### config.mk
export PLATFORM = sky130hd
export DESIGN_NAME = ysyx_mem_arbiter
export DESIGN_NICKNAME = d
export VERILOG_FILES = /design/src/rtl/ysyx_mem_arbiter.sv
export SDC_FILE = /design/constraint.sdc
export NUM_CORES = 1
export LEC_CHECK = 0
export CELL_PAD_IN_SITES_DETAIL_PLACEMENT = 1
export CELL_PAD_IN_SITES_GLOBAL_PLACEMENT = 1
export CORE_ASPECT_RATIO = 2
export CORE_MARGIN = 10
export CORE_UTILIZATION = 26
export DETAILED_ROUTE_END_ITERATION = 12
export PLACE_DENSITY = 0.94
export REMOVE_ABC_BUFFERS = 1
export SLEW_MARGIN = 20
export SYNTH_ARGS = -nofsm -noshare
export SYNTH_HDL_FRONTEND = slang
export SYNTH_SLANG_ARGS = --single-unit
### constraint.sdc
create_clock -name clk -period 4.75 [get_ports clk]
set_clock_uncertainty 0.1 [all_clocks]
set_input_delay 0.7125 -clock clk [delete_from_list [all_inputs] [get_ports clk]]
set_output_delay 0.7125 -clock clk [all_outputs]
set_load 0.005 [all_outputs]
### src/rtl/ysyx_mem_arbiter.sv
// rtl/ysyx_mem_arbiter.sv - IFU/LSU arbiter onto one single-beat 64-bit AXI4 master
// Registered grant, one transaction in flight, starvation guard for fetch, 32/64 lane steering.
module ysyx_mem_arbiter #(
  parameter int ADDR_W     = 32,
  parameter int DATA_W     = 32,
  parameter int STARVE_MAX = 4
) (
  input  logic              clk,
  input  logic              rst,
  input  logic              ifu_arvalid,
  input  logic [ADDR_W-1:0] ifu_araddr,
  output logic [DATA_W-1:0] ifu_rdata_o,
  output logic              ifu_rvalid_o,
  input  logic              lsu_arvalid,
  input  logic [ADDR_W-1:0] lsu_araddr,
  input  logic [2:0]        lsu_rsize,
  output logic [DATA_W-1:0] lsu_rdata_o,
  output logic              lsu_rvalid_o,
  input  logic              lsu_awvalid,
  input  logic [ADDR_W-1:0] lsu_awaddr,
  input  logic [DATA_W-1:0] lsu_wdata,
  input  logic [3:0]        lsu_wstrb,
  output logic              lsu_bvalid_o,
  output logic              m_arvalid,
  output logic [ADDR_W-1:0] m_araddr,
  output logic [2:0]        m_arsize,
  output logic [7:0]        m_arlen,
  output logic [1:0]        m_arburst,
  output logic [3:0]        m_arid,
  input  logic              m_arready,
  input  logic              m_rvalid,
  input  logic [63:0]       m_rdata,
  input  logic [1:0]        m_rresp,
  input  logic              m_rlast,
  output logic              m_rready,
  output logic              m_awvalid,
  output logic [ADDR_W-1:0] m_awaddr,
  output logic [2:0]        m_awsize,
  output logic [7:0]        m_awlen,
  output logic [1:0]        m_awburst,
  output logic [3:0]        m_awid,
  input  logic              m_awready,
  output logic              m_wvalid,
  output logic [63:0]       m_wdata,
  output logic [7:0]        m_wstrb,
  output logic              m_wlast,
  input  logic              m_wready,
  input  logic              m_bvalid,
  input  logic [1:0]        m_bresp,
  output logic              m_bready,
  output logic              err_o
);

  localparam logic [2:0] S_IDLE = 3'd0;
  localparam logic [2:0] S_RD_A = 3'd1;
  localparam logic [2:0] S_RD_D = 3'd2;
  localparam logic [2:0] S_WR_A = 3'd3;
  localparam logic [2:0] S_WR_B = 3'd4;

  localparam int              SW         = $clog2(STARVE_MAX + 1);
  localparam logic [SW-1:0]   STARVE_LIM = SW'(STARVE_MAX);

  logic [2:0]        r_state;
  logic              r_owner_ifu;
  logic [ADDR_W-1:0] r_addr;
  logic [2:0]        r_size;
  logic [63:0]       r_wdata;
  logic [7:0]        r_wstrb;
  logic              r_aw_done;
  logic              r_w_done;
  logic [SW-1:0]     r_starve;
  logic [DATA_W-1:0] r_rdata;
  logic              r_ifu_rvalid;
  logic              r_lsu_rvalid;
  logic              r_lsu_bvalid;
  logic              r_err;

  logic              w_idle;
  logic              w_ifu_force;
  logic              w_grant_wr;
  logic              w_grant_ld;
  logic              w_grant_ifu;
  logic              w_aw_fin;
  logic              w_w_fin;
  logic [DATA_W-1:0] w_wdata_sh;
  logic [3:0]        w_wstrb_sh;
  logic [2:0]        w_awsize;
  logic [DATA_W-1:0] w_rdata_lane;
  logic              w_unused;

  assign w_idle      = (r_state == S_IDLE);
  // Once fetch has been passed over STARVE_MAX times it beats any LSU request.
  assign w_ifu_force = ifu_arvalid && (r_starve == STARVE_LIM);
  assign w_grant_wr  = w_idle && !w_ifu_force && lsu_awvalid;
  assign w_grant_ld  = w_idle && !w_ifu_force && !lsu_awvalid && lsu_arvalid;
  assign w_grant_ifu = w_idle && ifu_arvalid && (w_ifu_force || (!lsu_awvalid && !lsu_arvalid));

  assign w_aw_fin = r_aw_done || (m_awvalid && m_awready);
  assign w_w_fin  = r_w_done  || (m_wvalid  && m_wready);

  assign w_wdata_sh   = lsu_wdata << {lsu_awaddr[1:0], 3'b000};
  assign w_wstrb_sh   = lsu_wstrb << lsu_awaddr[1:0];
  assign w_rdata_lane = r_addr[2] ? m_rdata[63:32] : m_rdata[31:0];

  always_comb begin
    w_awsize = 3'd2;
    case ($countones(lsu_wstrb))
      1:       w_awsize = 3'd0;
      2:       w_awsize = 3'd1;
      default: w_awsize = 3'd2;
    endcase
  end

  always_ff @(posedge clk or posedge rst) begin
    if (rst) begin
      r_state      <= S_IDLE;
      r_owner_ifu  <= 1'b0;
      r_addr       <= '0;
      r_size       <= 3'd0;
      r_wdata      <= 64'd0;
      r_wstrb      <= 8'd0;
      r_aw_done    <= 1'b0;
      r_w_done     <= 1'b0;
      r_starve     <= '0;
      r_rdata      <= '0;
      r_ifu_rvalid <= 1'b0;
      r_lsu_rvalid <= 1'b0;
      r_lsu_bvalid <= 1'b0;
      r_err        <= 1'b0;
    end else begin
      r_ifu_rvalid <= 1'b0;
      r_lsu_rvalid <= 1'b0;
      r_lsu_bvalid <= 1'b0;
      r_err        <= 1'b0;

      if (!ifu_arvalid || w_grant_ifu) begin
        r_starve <= '0;
      end else if ((w_grant_wr || w_grant_ld) && (r_starve != STARVE_LIM)) begin
        r_starve <= r_starve + 1'b1;
      end

      case (r_state)
        S_IDLE: begin
          if (w_grant_wr) begin
            r_addr    <= lsu_awaddr;
            r_size    <= w_awsize;
            r_wdata   <= {w_wdata_sh, w_wdata_sh};
            r_wstrb   <= lsu_awaddr[2] ? {w_wstrb_sh, 4'b0000} : {4'b0000, w_wstrb_sh};
            r_aw_done <= 1'b0;
            r_w_done  <= 1'b0;
            r_state   <= S_WR_A;
          end else if (w_grant_ld) begin
            r_owner_ifu <= 1'b0;
            r_addr      <= lsu_araddr;
            r_size      <= lsu_rsize;
            r_state     <= S_RD_A;
          end else if (w_grant_ifu) begin
            r_owner_ifu <= 1'b1;
            r_addr      <= ifu_araddr;
            r_size      <= 3'b010;
            r_state     <= S_RD_A;
          end
        end
        S_RD_A: if (m_arready) r_state <= S_RD_D;
        S_RD_D: begin
          if (m_rvalid) begin
            r_rdata      <= w_rdata_lane;
            r_ifu_rvalid <= r_owner_ifu;
            r_lsu_rvalid <= !r_owner_ifu;
            r_err        <= |m_rresp;
            r_state      <= S_IDLE;
          end
        end
        S_WR_A: begin
          if (w_aw_fin && w_w_fin) begin
            r_aw_done <= 1'b0;
            r_w_done  <= 1'b0;
            r_state   <= S_WR_B;
          end else begin
            r_aw_done <= w_aw_fin;
            r_w_done  <= w_w_fin;
          end
        end
        S_WR_B: begin
          if (m_bvalid) begin
            r_lsu_bvalid <= 1'b1;
            r_err        <= |m_bresp;
            r_state      <= S_IDLE;
          end
        end
        default: r_state <= S_IDLE;
      endcase
    end
  end

  assign m_arvalid = (r_state == S_RD_A);
  assign m_araddr  = r_addr;
  assign m_arsize  = r_size;
  assign m_arlen   = 8'd0;
  assign m_arburst = 2'b01;
  assign m_arid    = 4'd0;
  assign m_rready  = (r_state == S_RD_D);

  assign m_awvalid = (r_state == S_WR_A) && !r_aw_done;
  assign m_awaddr  = r_addr;
  assign m_awsize  = r_size;
  assign m_awlen   = 8'd0;
  assign m_awburst = 2'b01;
  assign m_awid    = 4'd0;
  assign m_wvalid  = (r_state == S_WR_A) && !r_w_done;
  assign m_wdata   = r_wdata;
  assign m_wstrb   = r_wstrb;
  assign m_wlast   = 1'b1;
  assign m_bready  = (r_state == S_WR_B);

  assign ifu_rdata_o  = r_rdata;
  assign ifu_rvalid_o = r_ifu_rvalid;
  assign lsu_rdata_o  = r_rdata;
  assign lsu_rvalid_o = r_lsu_rvalid;
  assign lsu_bvalid_o = r_lsu_bvalid;
  assign err_o        = r_err;

  assign w_unused = &{1'b0, m_rlast};

endmodule

Yosys cells after proc, flatten, opt, wreduce, memory -nomap -nowiden --
Index checks and enable logic that the tools add are counted.
Storage, ports and cells: bits in registers 152, bits of input ports 214, output and inout bits 244, logic and storage cells 109
Operators by class: add/sub/neg operators 4, eq/ne operators 14, shift operators 2, multiplexer cells 35, bitwise gates (word level) 1, reductions and logical operators 39
Operator list (count):
- 32-bit two-way mux | 4
- 3-bit two-way mux | 12
- 32-bit by 5-bit left shift with 32-bit output | 1
- 3-bit case mux with 5 select lines | 1
- 1-bit logical AND | 14
- 1-bit two-way mux | 13
- 3-bit by 2-bit == test with 1-bit output, second input constant | 3
- 8-bit two-way mux | 1
- 2-bit AND reduction | 4
- 1-bit logical NOT | 7
- 3-bit by 1-bit == test with 1-bit output, second input constant | 2
- 3-bit == test, second input constant | 2
- 2-bit inequality test, second input constant | 3
- 1-bit case mux with 2 select lines | 3
- 2-bit nonzero test | 3
- 1-bit logical OR | 5
- 5-bit AND reduction | 1
- 1-bit by 1-bit adder with 2-bit output | 2
- 2-bit by 1-bit inequality test with 1-bit output, second input constant | 2
- 4-bit by 1-bit inequality test with 1-bit output, second input constant | 1
- 2-bit case mux with 2 select lines | 1
- 2-bit OR reduction | 2
- 4-bit by 2-bit left shift with 4-bit output | 1
- 2-bit by 2-bit adder with 3-bit output | 1
- other kinds (6) | 6

Logic depth before layout (Yosys ltp) --
word-level depth 10, gate-level depth with buffers 8, gate-level depth less buffers 8

Worst setup path after synthesis --
Ideal clock, no wire load.
kind input to register, start point input lsu_wstrb[0], end point register r_size[1] (netlist: m_arsize[1]), setup time 0.143 ns, arrival time 2.153 ns, data required time 4.507 ns, setup slack 2.354 ns, stages 8, buffers on the path 0, cell sequence inv_1 fa_1 inv_1 ha_1 ha_1 xnor2_1 o32ai_1 o21ai_0
Between the ends: word-level cells in the longest chain between the ends 5, elaborated cells between the ends (all ways) 6, those cells by class add/sub (2); eq/ne (2); mux (2)
RTL lines:
- start, declared | RTL line 22 | input logic [3:0] lsu_wstrb,
- 1-bit by 1-bit adder with 2-bit output (not written as such) * | RTL line 107 | case ($countones(lsu_wstrb))
- 2-bit by 2-bit adder with 3-bit output (not written as such) * | RTL line 107
- 3-bit by 2-bit == test with 1-bit output or 3-bit by 1-bit == test with 1-bit output (tied branches) | RTL line 107
- 2-bit case mux with 2 select lines * | RTL line 107
- 3-bit two-way mux * | RTL line 144 | if (w_grant_wr) begin
- end signal, assigned | RTL line 146 | r_size <= w_awsize;
- end signal, assigned | RTL line 155 | r_size <= lsu_rsize;
- end, declared | RTL line 66 | logic [2:0] r_size;
Mark *: on every way between the ends. The rest lies on a longest branch, timed or not. A chain may end at the register's enable or synchronous reset.

Worst setup path after layout --
start point register r_state[1], end point output m_bready
Between the ends: word-level cells in the longest chain between the ends 1
RTL lines:
- start, declared | RTL line 63 | logic [2:0] r_state;
- start signal, assigned | RTL line 116 | r_state <= S_IDLE;
- start signal, assigned | RTL line 151 | r_state <= S_WR_A;
- start signal, assigned | RTL line 156 | r_state <= S_RD_A;
- 3-bit == test | RTL line 214 | assign m_bready = (r_state == S_WR_B);
- end, declared | RTL line 50 | output logic m_bready,
Every way passes these cells.

==> impl_results.md <==
* CP endpoint kind: primary output
* Ys Warns at 0
* Post-synth top flop: dfrtp_1
* FF+latch count, synth at 120
* Final HPWL DP at roughly 26000 µm
* Wire per inst at 22.49 µm
* Critical Path Start Type: flip-flop
* Avg Inst Size Synth at 9.301 µm²
* Initial DRC Count at around 290
* # H-tree levels at 4
* Final Max Tran Viols at 0
* Mapped Cells at about 750
* Num CTS Buffers at 17
* Commonest non-fill, non-tap cell in the layout: clkdlybuf4s50_1
* Final Setup Violations at 0
* Internal power at 4.644 mW
* Required @ worst endpoint at 3.94 ns
* DRT antenna net count at 0
* Fillers at just under 3000
* Final setup margin at approximately 1.8 ns
* Crit path DAT at around 2.1 ns
* Die Y-Extent at 251.5 µm
* Row cnt at between 80 and 90
* Psw at roughly 2.5 mW
* CTS tree: built
* Total GRT Usage at 0.1797
* Final min period at roughly 2.9 ns
* Post-cts sizing count at 0
* Share of layout cells above drive strength 1 at 0.08700
* Die width at around 140 µm
* Hold Buf Count CTS at 0
* Leakage power at roughly 4.7 nW
* First-pass GRT wire length at roughly 46000 µm
* RSZ-0062 raised after global routing: false
* Worst-path clk slew at about 0.060 ns
* Combinational Power Share at 0.507
* CTS root buf: clkbuf_16
* Via density at approximately 4.7
* Final Cycle Share at 0.6132
* PD cells at approximately 630 nW/µm²
* Largest net degree at the start of global routing at 65
* Worst Tran Pin Value at around 1 ns
* Final Hold Viols at 0
* Clk Latency, worst-skew pair at approximately 0.42 ns
* Final net count at around 1300
* Synth-to-layout area growth at 63.09%
* TritonRoute pass-1 iters at 4
* Clock share of power at 0.206
* Ys async rst share at 1.000
* Fmax achieved at 343.3 MHz
* Maximum vdd drop at 0.0002577 V
* Placed cell count at ~1400
* Utilization after layout at 0.4307
* Worst min path class: flip-flop to flip-flop
* Post-Layout Cell Count at between 1000 and 1500
* IO Pins at about 460
* Max Root-Sink Buffers at 2
* Number of synthesized flops with an enable pin at 0
* Sequential share of power at 0.287
* Die area at between 30000 and 40000 µm²
* Vias in the first global route at 7687
* DRC Markers at 0
* Initial Utilization at 0.2641
* Initial antenna violation count at 6
* Dpl ws at 1.471 ns
* Total Power at 7.131 mW
* Setup repair bufs after CTS at 0
* Via count at between 6000 and 7000
* Core area at 26380 µm²
* Mapped Area at about 7000 µm²
* Final Wtd Congestion at about 0.82
* Sequential fraction of the synthesis area at 0.4310
* Fin Setup TNS at 0 ns
* Post-synth cell types at slightly below 50
* Overflow after GRT at 0
* Max FO, Critical Path at 9
* Net Sw Frac at 0.3488
* Slew headroom at 0.3357
* IO buf count at 427
* Status: complete, no violations
* Commonest cells after routing, fill and taps aside: clkdlybuf4s50_1, dfrtp_1, nand2_1
* Worst Setup Path Type: flip-flop to primary output
* Max-cap viol count at 0
* Post-Route WL at between 30000 and 40000 µm
* CTS Sinks at between 100 and 150
flip-flops by register name, summed over array words and instances (netlist names):
register,flops
r_state,3
r_starve,3
m_araddr,32
m_wstrb,8
r_w_done,1
ifu_rvalid_o,1
m_wdata,32
lsu_bvalid_o,1
r_aw_done,1
ifu_rdata_o,32
m_arsize,3
lsu_rvalid_o,1
err_o,1
r_owner_ifu,1
cell type report:
class | instances | area, µm² | share of cell area
Inverter | 11 | 43.79 | 0.003854
Timing Repair Buffer | 437 | 4344 | 0.3823
Multi-Input combinational cell | 469 | 2851 | 0.2510
Clock buffer | 22 | 484.2 | 0.04262
Sequential cell | 120 | 3004 | 0.2644
Antenna cell | 6 | 15.01 | 0.001321
Clock inverter | 10 | 188.9 | 0.01663
Tap cell | 344 | 430.4 | 0.03788
cell families after synthesis:
logic type | share of synthesized area
and+or+nand+nor | 0.1342
buffers and inverters | 0.1769
AOI/OAI and AO/OA | 0.1591
DFF | 0.4310
muxes | 0.08639
adders and majority gates | 0.01006
other | 0.001078
xor gates and xnor gates | 0.001257
layer usage:
metal | share of wire | GRT usage
met1 | 0.33 | 0.1677
met3 | 0.075 | 0.05235
met2 | 0.55 | 0.3348
met4 | 0.041 | 0.1011
met5 | 0 | 0
synth_stat cells (all sizes together), types with 10 or more instances:
library cell | count | area [µm²]
a21oi | 49 | 245.2
nand2 | 77 | 289.0
inv | 11 | 41.29
buf | 148 | 1086
o221ai | 32 | 280.3
nor2 | 84 | 390.4
mux2i | 50 | 500.5
o31ai | 12 | 90.09
clkbuf | 28 | 105.1
o21ai | 55 | 275.3
dfrtp | 120 | 3003
nor2b | 10 | 62.56
metrics by stage:
step                area, µm²  hold slack, ns
floorplan                5877          0.3169
global placement        10670          0.3609
detailed placement      10670          0.3819
CTS                     11350          0.3950
global route            11360          0.4362
finish                  11360          0.4084
final timing paths:
check	from	cells past startpoint	slack [ns]	to
min reg2reg	m_araddr[11]$_DFFE_PP0P_	2	0.41	m_araddr[11]$_DFFE_PP0P_
max in group asynchronous	rst	3	3.10	m_araddr[29]$_DFFE_PP0P_
min	m_araddr[11]$_DFFE_PP0P_	2	0.41	m_araddr[11]$_DFFE_PP0P_
min in group asynchronous	rst	2	0.58	ifu_rdata_o[6]$_DFFE_PP0P_
max reg2reg	r_state[2]$_DFFE_PP0P_	5	1.84	m_arsize[1]$_DFFE_PP0P_
max	r_state[1]$_DFFE_PP0P_	3	1.84	m_bready
power by group through the flow:
stage | sequential, mW | clock [mW] | combinational, mW
after floorplan | 2.03 | 0 | 1.07
after global routing | 2.11 | 1.55 | 3.91
after CTS | 2.05 | 1.51 | 3.70
after global placement | 2.02 | 0 | 3.54
final | 2.04 | 1.47 | 3.62
after detailed placement | 2.05 | 0 | 3.68
critical path, stage by stage (launching register included):
cell             delay (ns)
dfrtp_1                0.47
or3b_2                 0.54
inv_1                  0.13
clkdlybuf4s50_1        0.55
(Power assumes the default switching activity.)
